## src/rtl/dac_pkg.sv

```systemverilog
// Shared definitions for the PCM5102 I2S link controller.
// Holds the controller state encoding, the default prescaler ratio and the
// helper that derives the number of BCK slots in one stereo frame.
package dac_pkg;

  // 28 MHz / (2*4) = 3.5 MHz BCK
  localparam int DEFAULT_CLK_DIV = 4;

  typedef enum logic [1:0] {
    IDLE = 2'd0,
    LOAD = 2'd1,
    RUN  = 2'd2
  } state_e;

  // One slot per bit, left then right
  function automatic int frame_slots(input int sample_w);
    return 2 * sample_w;
  endfunction

endpackage

```

## src/rtl/i2s_dac_ctrl_if.sv

```systemverilog
// Sample hand-off bus between an upstream audio source and i2s_dac_ctrl.
//   sample_valid : source has a stereo sample on left/right
//   sample_ready : controller holding register is empty
//   left/right   : two's complement channel words
// A transfer happens on a clock where sample_valid && sample_ready.
interface i2s_dac_ctrl_if #(
  parameter int SAMPLE_W = 16
);
  logic                sample_valid;
  logic                sample_ready;
  logic [SAMPLE_W-1:0] left;
  logic [SAMPLE_W-1:0] right;

  modport master (output sample_valid, output left, output right, input sample_ready);
  modport slave  (input sample_valid, input left, input right, output sample_ready);
endinterface

```

## src/rtl/i2s_bck_gen.sv

```systemverilog
// BCK prescaler: divides clk by 2*CLK_DIV using a clock-enable counter.
//   clk, reset : system clock, synchronous active-high reset
//   run        : count while high, hold while low
//   clr        : force counter and bck to 0 (dominates run)
//   bck        : registered bit clock
//   rise/fall  : one-cycle strobes on the clk before bck goes 0->1 / 1->0
module i2s_bck_gen
  import dac_pkg::*;
#(
  parameter int CLK_DIV = DEFAULT_CLK_DIV
) (
  input  logic clk,
  input  logic reset,
  input  logic run,
  input  logic clr,
  output logic bck,
  output logic rise,
  output logic fall
);

  localparam logic [7:0] DIV_MAX = 8'(CLK_DIV - 1);

  logic [7:0] div_cnt_q, div_cnt_d;
  logic       bck_q, bck_d;
  logic       tick;

  // Next-state for the divider and bck toggle
  always_comb begin
    tick      = 1'b0;
    div_cnt_d = div_cnt_q;
    bck_d     = bck_q;
    if (clr) begin
      div_cnt_d = 8'd0;
      bck_d     = 1'b0;
    end else if (run) begin
      if (div_cnt_q == DIV_MAX) begin
        tick      = 1'b1;
        div_cnt_d = 8'd0;
        bck_d     = ~bck_q;
      end else begin
        div_cnt_d = div_cnt_q + 8'd1;
      end
    end else begin
      div_cnt_d = div_cnt_q;
      bck_d     = bck_q;
    end
  end

  // Divider and bck registers
  always_ff @(posedge clk) begin
    if (reset) begin
      div_cnt_q <= 8'd0;
      bck_q     <= 1'b0;
    end else begin
      div_cnt_q <= div_cnt_d;
      bck_q     <= bck_d;
    end
  end

  assign bck  = bck_q;
  assign rise = tick & ~bck_q;
  assign fall = tick & bck_q;

endmodule

```

## src/rtl/i2s_dac_ctrl.sv

```systemverilog
// I2S serialiser and sample handshake for the PCM5102 stereo DAC.
//   clk, reset    : system clock, synchronous active-high reset
//   en            : run request, honoured only at frame boundaries
//   mute          : zero the transmitted frame, sampled at frame load
//   smp           : sample hand-off bus (slave side)
//   frame_start   : one-cycle pulse during each frame load cycle
//   underflow_cnt : saturating count of loads with an empty holding register
//   underflow_clr : clears underflow_cnt (wins over a same-cycle increment)
//   bck/lrck/din  : DAC pins, all registered
module i2s_dac_ctrl
  import dac_pkg::*;
#(
  parameter int CLK_DIV        = DEFAULT_CLK_DIV,
  parameter int SAMPLE_W       = 16,
  parameter int UNDERFLOW_ZERO = 0
) (
  input  logic          clk,
  input  logic          reset,
  input  logic          en,
  input  logic          mute,
  i2s_dac_ctrl_if.slave smp,
  output logic          frame_start,
  output logic [7:0]    underflow_cnt,
  input  logic          underflow_clr,
  output logic          bck,
  output logic          lrck,
  output logic          din
);

  localparam int              SLOTS     = frame_slots(SAMPLE_W);
  localparam int              CW        = $clog2(SLOTS);
  localparam logic [CW-1:0]   LAST_SLOT = CW'(SLOTS - 1);
  localparam logic [CW-1:0]   RIGHT_SLOT = CW'(SAMPLE_W);

  state_e           state_q, state_d;
  logic [CW-1:0]    bit_cnt_q, bit_cnt_d;
  logic [SLOTS-1:0] word_q, word_d;   // word on the wire (mute applied)
  logic [SLOTS-1:0] last_q, last_d;   // last un-muted source word
  logic [SLOTS-1:0] hold_q, hold_d;
  logic             ready_q, ready_d; // holding register empty
  logic             lrck_q, lrck_d;
  logic             din_q, din_d;
  logic             fs_q, fs_d;
  logic [7:0]       ucnt_q, ucnt_d;

  logic             fall;
  logic             bck_rise_unused;
  logic             xfer;
  logic             ucnt_inc;
  logic [SLOTS-1:0] src;
  logic [CW-1:0]    nxt_slot;

  // Prescaler runs from the LOAD cycle, which is the first clk of slot 0
  i2s_bck_gen #(.CLK_DIV(CLK_DIV)) u_bck_gen (
    .clk   (clk),
    .reset (reset),
    .run   (state_q != IDLE),
    .clr   (state_q == IDLE),
    .bck   (bck),
    .rise  (bck_rise_unused),
    .fall  (fall)
  );

  // Next-state: FSM, serialiser, holding register and underflow counter
  always_comb begin
    state_d   = state_q;
    bit_cnt_d = bit_cnt_q;
    word_d    = word_q;
    last_d    = last_q;
    hold_d    = hold_q;
    ready_d   = ready_q;
    lrck_d    = lrck_q;
    din_d     = din_q;
    ucnt_d    = ucnt_q;
    ucnt_inc  = 1'b0;
    src       = '0;
    nxt_slot  = bit_cnt_q + {{(CW-1){1'b0}}, 1'b1};
    xfer      = smp.sample_valid & ready_q;

    // Handshake is live in every state
    if (xfer) begin
      hold_d  = {smp.left, smp.right};
      ready_d = 1'b0;
    end else begin
      hold_d  = hold_q;
    end

    case (state_q)
      IDLE: begin
        bit_cnt_d = '0;
        lrck_d    = 1'b0;
        din_d     = 1'b0;
        if (en) begin
          state_d = LOAD;
        end else begin
          state_d = IDLE;
        end
      end
      LOAD: begin
        state_d = RUN;
        // Fullness is judged on ready_q, so a same-cycle transfer only
        // refills holding for the next frame.
        if (!ready_q) begin
          src     = hold_q;
          ready_d = 1'b1;
        end else begin
          src      = (UNDERFLOW_ZERO != 0) ? '0 : last_q;
          ucnt_inc = 1'b1;
        end
        last_d = src;
        word_d = mute ? '0 : src;
      end
      RUN: begin
        if (fall) begin
          if (bit_cnt_q == LAST_SLOT) begin
            bit_cnt_d = '0;
            lrck_d    = 1'b0;
            // Right LSB rides in slot 0 of the next frame, or is dropped on stop
            if (en) begin
              state_d = LOAD;
              din_d   = word_q[0];
            end else begin
              state_d = IDLE;
              din_d   = 1'b0;
            end
          end else begin
            bit_cnt_d = nxt_slot;
            lrck_d    = (nxt_slot >= RIGHT_SLOT);
            // Slot s+1 carries word bit SLOTS-1-s (one-BCK I2S delay)
            din_d     = word_q[LAST_SLOT - bit_cnt_q];
          end
        end else begin
          bit_cnt_d = bit_cnt_q;
        end
      end
      default: begin
        state_d = IDLE;
      end
    endcase

    fs_d = (state_d == LOAD);

    if (underflow_clr) begin
      ucnt_d = 8'd0;
    end else if (ucnt_inc && (ucnt_q != 8'hFF)) begin
      ucnt_d = ucnt_q + 8'd1;
    end else begin
      ucnt_d = ucnt_q;
    end
  end

  // State and datapath registers
  always_ff @(posedge clk) begin
    if (reset) begin
      state_q   <= IDLE;
      bit_cnt_q <= '0;
      word_q    <= '0;
      last_q    <= '0;
      hold_q    <= '0;
      ready_q   <= 1'b1;
      lrck_q    <= 1'b0;
      din_q     <= 1'b0;
      fs_q      <= 1'b0;
      ucnt_q    <= 8'd0;
    end else begin
      state_q   <= state_d;
      bit_cnt_q <= bit_cnt_d;
      word_q    <= word_d;
      last_q    <= last_d;
      hold_q    <= hold_d;
      ready_q   <= ready_d;
      lrck_q    <= lrck_d;
      din_q     <= din_d;
      fs_q      <= fs_d;
      ucnt_q    <= ucnt_d;
    end
  end

  assign smp.sample_ready = ready_q;
  assign frame_start      = fs_q;
  assign underflow_cnt    = ucnt_q;
  assign lrck             = lrck_q;
  assign din              = din_q;

endmodule

```

## src/flat_wrapper.sv

```systemverilog
// flat-port wrapper written by rule: the top's interface ports become plain ports
module i2s_dac_ctrl_flat import dac_pkg::*;
#(
  parameter int CLK_DIV        = DEFAULT_CLK_DIV,
  parameter int SAMPLE_W       = 16,
  parameter int UNDERFLOW_ZERO = 0
)
  (clk, reset, en, mute, frame_start, underflow_cnt, underflow_clr, bck, lrck, din, smp_sample_valid, smp_left, smp_right, smp_sample_ready);
  i2s_dac_ctrl_if #(.SAMPLE_W(SAMPLE_W)) smp_i ();
  input  logic clk;
  input  logic reset;
  input  logic en;
  input  logic mute;
  output logic frame_start;
  output logic [7:0] underflow_cnt;
  input  logic underflow_clr;
  output logic bck;
  output logic lrck;
  output logic din;
  input wire logic [$bits(smp_i.sample_valid)-1:0] smp_sample_valid;
  input wire logic [$bits(smp_i.left)-1:0] smp_left;
  input wire logic [$bits(smp_i.right)-1:0] smp_right;
  output wire logic [$bits(smp_i.sample_ready)-1:0] smp_sample_ready;
  assign smp_i.sample_valid = smp_sample_valid;
  assign smp_i.left = smp_left;
  assign smp_i.right = smp_right;
  assign smp_sample_ready = smp_i.sample_ready;
  i2s_dac_ctrl #(.CLK_DIV(CLK_DIV), .SAMPLE_W(SAMPLE_W), .UNDERFLOW_ZERO(UNDERFLOW_ZERO)) u_core (.clk(clk), .reset(reset), .en(en), .mute(mute), .smp(smp_i), .frame_start(frame_start), .underflow_cnt(underflow_cnt), .underflow_clr(underflow_clr), .bck(bck), .lrck(lrck), .din(din));
endmodule
```

## config.mk

```make
export PLATFORM = sky130hd
export DESIGN_NAME = i2s_dac_ctrl_flat
export DESIGN_NICKNAME = d
export VERILOG_FILES = /design/src/rtl/dac_pkg.sv /design/src/rtl/i2s_dac_ctrl_if.sv /design/src/rtl/i2s_bck_gen.sv /design/src/rtl/i2s_dac_ctrl.sv /design/src/flat_wrapper.sv
export SDC_FILE = /design/constraint.sdc
export NUM_CORES = 1
export LEC_CHECK = 0
export BUFFER_PORTS_ARGS = -buffer_cell sky130_fd_sc_hd__buf_2
export CAP_MARGIN = 20
export CORE_MARGIN = 3
export CORE_UTILIZATION = 55
export DETAILED_ROUTE_END_ITERATION = 10
export GPL_TIMING_DRIVEN = 0
export PLACE_DENSITY = 0.77
export SLEW_MARGIN = 10
export SYNTH_ARGS = -nofsm -noshare
export SYNTH_HDL_FRONTEND = slang
export SYNTH_SLANG_ARGS = --single-unit
```

## constraint.sdc

```tcl
create_clock -name clk -period 4.8 [get_ports clk]
set_clock_uncertainty 0.2 [all_clocks]
set_input_delay 0.96 -clock clk [delete_from_list [all_inputs] [get_ports clk]]
set_output_delay 0.96 -clock clk [all_outputs]
set_load 0.01 [all_outputs]
```

# ---- Word-level counts from Yosys, hierarchy flattened
# Cells that the tools add are included.
dict set report totals {
  in_bits 38
  word_cells 63
  register_bits 124
}
dict set report classes {
  reduce_logical 8
  bitwise 3
  mux 27
  order_cmp 2
  n_addsub 4
  eq_ne 7
}
# operator n
set ops {}
lappend ops {{$mux W32} 2}
lappend ops {{$add A8 B1 Y8 const B} 2}
lappend ops {{$mux W1} 15}
lappend ops {{$mux W5} 2}
lappend ops {{$pmux W5 S2} 1}
lappend ops {{$eq A8 B2 Y1 const B} 1}
lappend ops {{$mux W8} 1}
lappend ops {{$ne A8 B8 Y1 const B} 1}
lappend ops {{$lt A5 B6 Y1 const B} 1}
lappend ops {{$pmux W2 S3} 1}
lappend ops {{$add A5 B1 Y5 const B} 1}
lappend ops {{$bmux W1 S5} 1}
lappend ops {{$eq A5 B5 Y1 const B} 1}
lappend ops {{$ge A5 B5 Y1 const B} 1}
lappend ops {{$sub A5 B5 Y5 const A} 1}
lappend ops {{$eq A2 B1 Y1 const B} 2}
lappend ops {{$mux W2} 2}
lappend ops {{$pmux W1 S2} 2}
lappend ops {{$reduce_and A2 Y1} 2}
lappend ops {{$reduce_bool A2 Y1} 2}
lappend ops {{$reduce_or A2 Y1} 2}
lappend ops {{$and A1 B1 Y1} 2}
lappend ops {{$eq A2 B2 Y1 const B} 1}
lappend ops {{$logic_not A2 Y1} 1}
lappend ops {{3 further kinds} 3}

# ---- Logic depth before layout (Yosys ltp)
# Gate-level depths: netlist of the first run.
dict set report depth {
  depth_word 8
  ltp_mapped 9
  depth_no_buf 9
}

# ---- Hierarchy
# A second synthesis of the first run with hierarchy kept.
dict set report unflattened {
  hier_cells 594
  hier_area_um2 5215.0
}
# mod instances area_per_inst_um2 cells_each
set modules_own_cells {}
lappend modules_own_cells {i2s_dac_ctrl 1 4762.1 546}
lappend modules_own_cells {i2s_bck_gen 1 452.9 48}

# ---- Worst setup path before layout of the first run
# Ideal clock, no wire load.
dict set report synth_path {
  kind {register -> register}
  from {register u_core.u_bck_gen.div_cnt_q[0]}
  to {register u_core.bit_cnt_q[3]}
  t_arrival_ps 2032
  synth_period_minus_slack_ps 2302
  setup_time_ps 70
  t_required_ps 4530
  slack_ps 2498
  n_path_buf 0
  stages_incl_launch_ff 7
  path_cell_list {dfxtp_1 -> ha_1 -> or4b_1 -> nand4bb_4 -> a21o_1 -> or4_1 -> a21oi_1}
}
dict set report synth_via {
  elab_chain_len 7
}
# element line
set synth_lines {}
lappend synth_lines {{from (decl)} i2s_bck_gen.sv:23} ;# logic [7:0] div_cnt_q, div_cnt_d;
lappend synth_lines {{from (signal assigned)} i2s_bck_gen.sv:55} ;# div_cnt_q <= div_cnt_d;
lappend synth_lines {{$eq A8 B2 Y1} i2s_bck_gen.sv:36} ;# if (div_cnt_q == DIV_MAX) begin
lappend synth_lines {{$mux W1} i2s_bck_gen.sv:36}
lappend synth_lines {{$mux W1} i2s_bck_gen.sv:35} ;# end else if (run) begin
lappend synth_lines {{$mux W1} i2s_bck_gen.sv:32} ;# if (clr) begin
lappend synth_lines {{$and A1 B1 Y1} i2s_bck_gen.sv:62} ;# assign fall = tick & bck_q;
lappend synth_lines {{$ne A2 B1 Y1 (no source line)} --}
lappend synth_lines {{$reduce_and A2 Y1 (no source line)} --}
lappend synth_lines {{to (signal assigned)} i2s_dac_ctrl.sv:167} ;# bit_cnt_q <= bit_cnt_d;
lappend synth_lines {{to (decl)} i2s_dac_ctrl.sv:36} ;# logic [CW-1:0] bit_cnt_q, bit_cnt_d;
# No other way between the ends.
# A chain may end at the register's enable or synchronous reset.

# ---- Worst setup path in the final report of the first run
dict set report layout_path {
  from {register u_core.u_bck_gen.div_cnt_q[0]}
  to {register u_core.bit_cnt_q[1]}
}
# The elaborated chain is that of the path after synthesis.

==> results.txt, run 1 <==
The tightest min-delay check is of the reg2reg type. Of all nets on the critical path, the largest fanout is 10. The multiplexer share of the synthesized area is a little over a tenth. The number of I/O pins is 51. Per report_power, the sequential group accounts for 42.5% of the total. The final count of negative-setup-slack endpoints is 0. The filler cells instantiated in the layout total 727. The slowest cell on the critical path is or4b_1. Net switching is 25.49% of the power.

The length of routed met2 wiring came out at 5.956 mm. The routed length on met1 is 5.306 mm. The most common library cell in the layout ignoring fill and taps is dfxtp_1. Clock tree synthesis inserted a total of 17 buffers. The aggregate negative setup slack is 0 ns. The worst supply voltage drop on vdd came out at 0.2932 mV. The number of gates resized after CTS was 0. The number of nets in the finished design came out at 706. TritonCTS built the clock tree. The critical path goes through ha_1 -> or4b_1 -> nand4bb_4 -> a21o_1 -> buf_2 -> or3_1 -> a21oi_1. For the worst-skew pair, the clock arrives at the later sink with an insertion delay of approximately 0.53 ns. The wire length of the first global-routing pass is around 20 mm.

The ratio of cells with drive above 1 in the final layout is 16.40%. The core box area came out at slightly below 0.009 sq mm. The die outline area is approximately 0.010 sq mm. The xor and xnor fraction of the mapped netlist area is 2.055%. The placer congestion estimate came out at 0.8984. The final max-slew violation count came out at 0. The kind of start point of the critical path is a flop. The overall power after layout is 2528 uW. The average wire per cell in the routed design came out at about 15 um. The number of buffers inserted for hold repair after clock tree synthesis came out at 0. The sequential cell area fraction in the yosys report came out at about half. Setup repair after global routing left no endpoint under its margin. In the layout the commonest cells are dfxtp_1 (123), nand2_1 (116), a21oi_1 (72). The global-route usage over all layers came out at 24.26%. The time the final worst path needs with I/O delays and setup is between 2 and 3 ns. The number of cells on the worst hold path came out at 2. The final antenna diode count came out at 0. The Yosys warning count came out at 0. The fraction of the mapped netlist area in compound gates came out at 14.83%.

The post-synthesis cell count came out at 596. Entering global routing, the biggest net connects 17 pins. The post-synthesis sequential element count is 123. The initial antenna violation count came out at 0. The internal portion of total power is 1884 uW. The die span in y is 102.4 um. The cell area that synthesis handed to floorplanning was 0.005114 sq mm.

The number of nets handed over by synthesis was 638. The violation count after the first detailed-routing iteration is 294. Yosys mapped the design onto 39 distinct sky130hd cell types. The clock transition time at the flip-flop clock pins of the worst setup and hold paths is 0.06 ns. The share of synthesized cell area in full adder, half adder and majority cells is 0.9787%. The maximum count of clock buffers along a single path came out at 2. The buffer and inverter count on the worst path came out at 1. The via count is 4,480. In this run the static leakage power is between 0.002 and 0.0025 uW. In this run the power spent charging and discharging nets is 644.4 uW.

The half-perimeter wire length after placement came out at 8.250 mm. The register cell area after layout is roughly 0.0025 sq mm. The family of cells with the greatest summed delay on the critical path is simple AND/OR/NAND/NOR gates. The row count came out at 34. Summed over all nets, wire length on met3 after detailed routing comes to 556 um. In this run the top signal layer used is met4. The detailed-router iteration count before antenna repair came out at 5.

The data arrival time of the worst path is between 2 and 3 ns. The number of cell instances on the worst register-to-register path came out at 7. The area growth from synthesis to layout is 18.91%. The achievable clock frequency came out at 384.9 MHz. The aggregate routed wire length is around 12 mm. The type of the worst setup path is reg2reg.

The number of buffers inserted to repair setup after CTS came out at 0. The fraction of the cycle the final worst path needs is a little over half. The simple-gate area share of the yosys netlist came out at 19.67%. STA puts the critical path data required time at just over 5 ns. During placement, the flow inserted port buffers numbering 49. Max-cap violations in this run came to 0. The via count of the first global-routing pass came to 4,210.

The ratio of routed vias to standard cells came out at 5.707. The root buffer cell chosen for the clock tree is clkbuf_8. In the final layout, the multi-input gates occupy 0.002457 sq mm.

A synthesized cell averages 8.580 sq um. The clock net sink count is 123. The cell area power density is 415.8 mW/mm^2. The proportion of power drawn by the clock network is roughly 50%. The flow ran to the end, and the final reports show no timing, DRC or antenna violations. The delay of the slowest cell on the worst path is 0.50 ns. The slew at the pin with the worst max-slew slack is 0.7247 ns. The deepest level of the CTS H-tree came out at 4. In this run the tightest slew margin relative to its limit is 51.47%. The final-layout worst hold slack came out at 0.2549 ns.

The remaining number of nets flagged by the antenna check after routing came out at 0. The DRC violation count after routing came out at 0. The count of final hold-check violations came out at 0. The combinational share of power is 7.3%. The worst setup path is captured at a flop.

The x dimension of the die came out at around 100 um. The number of gates on the worst path with buffers counted is 7. The total overflow left after global routing is 0. The starting utilization of the core area is 57.51%.

After synthesis, the largest family of logic cells by area is simple AND/OR/NAND/NOR gates.
==> logic make-up after synthesis <==
kind of cell | Yosys count
AOI/OAI and AO/OA | 127
adders and majority gates | 4
DFF | 123
xor gates and xnor gates | 12
muxes | 46
buffers and inverters | 51
and+or+nand+nor | 233
==> Yosys cell counts <==
cell,n,area (sq um)
xor2_1,6,52.55
inv_1,6,22.52
nor3_1,16,80.08
a211oi_1,12,90.09
or4b_1,1,10.01
nor3b_1,1,7.510
o211ai_1,1,7.510
a21o_1,1,7.510
nand3_1,8,40.04
ha_1,4,50.05
nor2b_1,4,25.02
a311oi_1,1,8.760
mux2_2,22,247.7
xnor2_1,6,52.55
dfxtp_1,123,2462
and2_1,1,6.260
a2111oi_0,2,17.52
or3_1,4,25.02
clkbuf_1,40,150.1
nor2_1,68,255.2
a31oi_1,3,18.77
nand3b_1,1,7.510
or4_1,3,22.52
nand2b_1,3,18.77
mux2i_1,20,200.2
buf_1,3,11.26
a21oi_1,72,360.4
mux4_2,4,90.09
o21ai_0,9,45.04
nor4bb_1,2,20.02
o2111ai_1,3,26.28
nand2_1,116,435.4
buf_2,2,10.01
nand4_1,1,6.260
a22oi_1,22,165.2
nand4bb_4,1,27.53
or2_2,1,6.260
and3_1,2,12.51
o2111a_1,1,11.26
==> layer usage <==
metal / track usage, % / up-vias
met5: 0 / -
met4: 6.761 / 0
met3: 6.621 / 19
met2: 40.27 / 111
met1: 31.10 / 2157
li1: - / 2193
==> worst reg2reg max path: stages (launching register included) <==
cell       delay [ns]
dfxtp_1          0.37
ha_1             0.23
or4b_1           0.50
nand4bb_4        0.29
a21o_1           0.23
buf_2            0.19
or3_1            0.38
a21oi_1          0.14
==> power groups by stage <==
stage                     sequential [uW]  combinational (uW)  clock [uW]
final                                1070                 185        1270
after global routing                 1080                 208        1330
after CTS                            1070                 185        1280
after detailed placement             1100                 182           0
after global placement               1090                 176           0
after floorplan                      1090                 127           0
==> state kept, by name, indices dropped and copies added, names as in the netlist <==
signal                      flops
u_core.word_q                  32
u_core.smp.sample_ready         1
u_core.din                      1
u_core.bit_cnt_q                4
u_core.underflow_cnt            8
u_core.state_q                  2
u_core.hold_q                  32
u_core.u_bck_gen.div_cnt_q      8
u_core.last_q                  32
u_core.u_bck_gen.bck            1
u_core.frame_start              1
u_core.lrck                     1
==> stage by stage <==
step | util (%) | setup slack (ns) | instances | cell area [sq um]
after global routing | 68.39 | 2.065 | 785 | 6081
after global placement | 61.79 | 1.965 | 753 | 5494
after CTS | 68.39 | 2.202 | 785 | 6081
final | 68.39 | 2.202 | 785 | 6081
after floorplan | - | 2.498 | 596 | 5114
after detailed placement | 61.79 | 1.947 | 753 | 5494
==> cell type report <==
cell class              count  area share, %
plain buffers              45          2.819
clock buffers              18          7.037
multi-input cells         422          40.41
flip-flops and latches    123          40.49
well taps                 108          2.222
clock inverters            14          2.613
repair buffers             49          4.033
inverters                   6         0.3704
==> final timing paths <==
kind	from	endpoint	slack, ns
max	u_core.u_bck_gen.div_cnt_q[0]	u_core.bit_cnt_q[1]	2.20
min	u_core.last_q[17]	u_core.last_q[17]	0.25
max reg2reg	u_core.u_bck_gen.div_cnt_q[0]	u_core.bit_cnt_q[1]	2.20
min reg2reg	u_core.last_q[17]	u_core.last_q[17]	0.25
No activity file was read; power rests on OpenSTA's default activity.
==> run 2, diff against run 1 <==
--- a/config.mk
+++ b/config.mk
@@ -5,10 +5,11 @@
 export SDC_FILE = /design/constraint.sdc
 export NUM_CORES = 1
 export LEC_CHECK = 0
+export ABC_AREA = 1
 export BUFFER_PORTS_ARGS = -buffer_cell sky130_fd_sc_hd__buf_2
 export CAP_MARGIN = 20
 export CORE_MARGIN = 3
-export CORE_UTILIZATION = 55
+export CORE_UTILIZATION = 53
 export DETAILED_ROUTE_END_ITERATION = 10
 export GPL_TIMING_DRIVEN = 0
 export PLACE_DENSITY = 0.77
==> constraint.sdc (replaced) <==
create_clock -name clk -period 2.3 [get_ports clk]
set_clock_uncertainty 0.2 [all_clocks]
set_input_delay 0.46 -clock clk [delete_from_list [all_inputs] [get_ports clk]]
set_output_delay 0.46 -clock clk [all_outputs]
set_load 0.01 [all_outputs]
==> results.txt, run 2 <==
The run finished with clean final reports. The via count came out at 5,104. The time the final worst path needs with I/O delays and setup is 1.842 ns. The Yosys warning count came out at 0. The pre-antenna-repair detailed-routing pass consisted of 7 iterations. The global-route congestion overflow total is 0. The biggest area contributor in the post-synthesis netlist is dfxtp_1. The half-perimeter wire length after placement is 8.854 mm. In this run the remaining antenna-violating nets after routing total 0.

The delay of the slowest cell on the worst path came out at 0.35 ns. The worst supply voltage drop on vdd is 0.8568 mV. The endpoint class of the critical path is a flop. The summed instance area of the synthesized netlist is between 0.005 and 0.006 sq mm. From synthesis to final layout, the design area changed by 22.29%. The clock transition time at the flip-flop clock pins of the worst setup and hold paths came out at around 0.060 ns. The core occupancy in the finished layout is approximately two thirds. Traced cell by cell, the critical path runs through ha_1 -> nand3_1 -> nor2_2 -> nand3_1 -> nand2_2 -> nand2_4 -> o21ai_2 -> a21oi_1. The initial antenna violation count came out at 0. The number of filler cells placed in the layout is 813. Entering global routing, the biggest net connects 17 pins. The number of enable flip-flop cells after synthesis is 0.

The worst register-to-register path ends at u_core.bit_cnt_q[0]. The via count of the first global-routing pass is 4,924. The placer congestion estimate came out at 0.8196. The met1 demand-to-capacity share in global routing came out at approximately 28%. The library cell used most frequently in the layout, excluding fill and tap cells, is nand2_1. The TritonCTS buffer count came out at 17. Setup violations remaining at the end of the flow were counted as 0.

After synthesis, the most frequently instantiated cells are nand2_1 (238), dfxtp_1 (123), a21oi_1 (86), nand3_1 (64), nor2_1 (61). The leakage power is 0.002538 uW. The cell area power density came out at 866.8 mW/mm^2. The register-to-register setup slack came out at ~0.46 ns. The post-synthesis cell count came out at 754. The count of final hold-check violations was 0. The clock net sink count came out at around 120.

The slowest cell on the critical path is dfxtp_1. The startpoint identified for the worst register-to-register timing path is u_core.u_bck_gen.div_cnt_q[0]. The number of cell instances on the worst register-to-register path is 8. The min-delay analysis places its worst path in the category in2reg. The number of I/O pins is 51. The most frequently used cell type in the post-synthesis netlist is nand2_1. Power comes to 5612 uW.

Setup repair after global routing left no endpoint under its margin. The starting utilization of the core area is 55.97%. The tree is rooted in a clkbuf_8. The aggregate routed wire length is between 10 and 15 mm. Measured along the y axis, the die boundary spans 105.9 um. The largest registers in the layout are u_core.hold_q x32, u_core.last_q x32, u_core.word_q x32.

The final max-slew violation count is 0. The multi-input combinational cell area came out at 0.002444 sq mm. The global routing usage on met2 is a little over two fifths. The buffer and inverter count on the worst path came out at 0.

In the layout the commonest cells are nand2_1 (238), dfxtp_1 (123), a21oi_1 (86). The highest net fanout along the worst path is 9. For this run, the leading register cell type out of synthesis is dfxtp_1. The critical path starts at u_core.u_bck_gen.div_cnt_q[0]. For hold timing, the worst endpoint is u_core.hold_q[11]. The critical path in this run is classified as reg2reg. The synthesized design devotes to its leading area cell type 46.51% of total area.

Counting flops with an async set or reset pin after synthesis yields a share of 0%. The fraction of the cycle the final worst path needs came out at 80.10%. The global-route layer with the greatest usage is met2. The post-placement worst setup slack is about 0.28 ns. The number of cells on the worst hold path is 3.

The number of nets in the finished design came out at approximately 880. At the worst endpoint, the required time is 2.49 ns. Sequential cells were found to cover 46.51% of the synthesized design area. The clock latency of the later-clocked register in the worst-skew pair is approximately 0.5 ns.

The register cell area after layout is between 0.002 and 0.0025 sq mm. The data arrival time of the worst path is 2.03 ns. The global-route usage over all layers is 23.87%. The die outline area came out at 0.01122 sq mm.

The number of placed cells counting well taps came out at 932. The worst path meets setup with 0.4577 ns of slack. After detailed routing, the number of remaining DRC violations is 0. The row count came out at 35. The clock passes through at most 2 buffers. Dividing the detail-routed via count by the number of cells gives 5.219. The number of unique standard cell types used by synthesis came out at 34. The ratio of cells with drive above 1 in the final layout came out at 13.90%. The H-tree was split into 4 levels. The worst hold path begins at smp_right[11]. After synthesis, the cell types taking the most area are dfxtp_1 (47%), nand2_1 (17%), a21oi_1 (8.1%), nand3_1 (6.1%), o21ai_0 (4.9%).

The kind of start point of the critical path is a flop. The core box area is 0.009459 sq mm. From left edge to right edge, the die measures 105.9 um. The post-synthesis sequential element count is 123.

The first global-routing pass estimated about 22 mm of wire. The violation count after the first detailed-routing iteration is 305. The dominant cell type by count on the critical path is nand3_1.

The number of antenna diodes in the final layout is 0. The aggregate negative setup slack is 0 ns. The number of nets in the synthesized netlist is 796. The average wire per cell in the routed design is 13.04 um. The count of non-filler cells in the finished layout is between 900 and 1k. The achievable clock frequency is around 540 MHz.

TritonCTS built the clock tree. Broken down by cell family, the worst path's largest delay share belongs to simple AND/OR/NAND/NOR gates. The post-synthesis average cell area is 7.021 sq um. The worst slew slack as a fraction of its limit is 62.06%. The slew at the pin with the worst max-slew slack is 0.5632 ns. Across the run, the number of max-cap violations was 0. The count of buffers inserted at the top-level ports came out at 49. The number of buffers inserted to repair setup after CTS came out at 0.

For this run, global-route usage on met3 was measured as around 6.2%.
-- run 2: cell types whose count changed after synthesis, moves of 22 or more --
cell,before,now
inv_1,6,38
a22oi_1,22,0
nand3_1,8,64
nand2_1,116,238
mux2_2,22,0
o21ai_0,9,52
-- run 2: worst min-delay path, stage by stage --
cell     delay, ns
buf_2         0.07
o21ai_0       0.07
nor2_1        0.08
-- run 2: stage by stage --
step	area (sq um)	hold WS, ns
global placement	5700	0.2311
global route	6474	0.02547
finish	6474	0.01024
detailed placement	5700	0.2448
floorplan	5294	0.2176
CTS	6474	0.0002916
-- run 2: worst max-delay path by stage --
stage / end / slack [ns] / depth (start not counted)
after global placement: u_core.din / 0.34 / 4
after floorplan: u_core.underflow_cnt[3] / 0.68 / 8
after CTS: u_core.bit_cnt_q[0] / 0.46 / 8
after global routing: u_core.bit_cnt_q[0] / 0.28 / 8
final: u_core.bit_cnt_q[0] / 0.46 / 8
after detailed placement: u_core.last_q[31] / 0.28 / 4
-- run 2: routing by layer --
layer / part of all wire, % / vias to the layer above
met5: 0 / -
met1: 43 / 2330
met4: 1.5 / 0
met3: 5.6 / 17
li1: - / 2603
met2: 50 / 154
-- run 2: cell families after synthesis --
| kind of cell | after synthesis | synth area share (%) |
|---|---|---|
| AND/OR/NAND/NOR | 387 | 30.49 |
| AO/OA/AOI/OAI | 143 | 13.90 |
| flip-flops | 123 | 46.51 |
| buffers and inverters | 92 | 7.327 |
| XOR/XNOR | 5 | 0.8272 |
| adder cells (fa/ha/maj) | 4 | 0.9454 |
-- run 2: repair_timing --
action	4_1_cts	5_1_grt
resized for setup	0	0
hold endpoints to repair	15	0
hold buffers	15	0
-- run 2: layout make-up --
| type | instances | area share (%) |
|---|---|---|
| Clock buffer | 21 | 7.093 |
| Timing Repair Buffer | 64 | 6.107 |
| Multi-Input combinational cell | 539 | 37.75 |
| Inverter | 46 | 2.706 |
| Tap cell | 129 | 2.493 |
| Clock inverter | 10 | 2.532 |
| Sequential cell | 123 | 38.04 |
| Buffer | 46 | 3.286 |
-- run 2: power breakdown --
part           switching, uW  internal (uW)
clock network            934           1840
logic                    396            191
registers               41.4           2210
total                   1370           4240
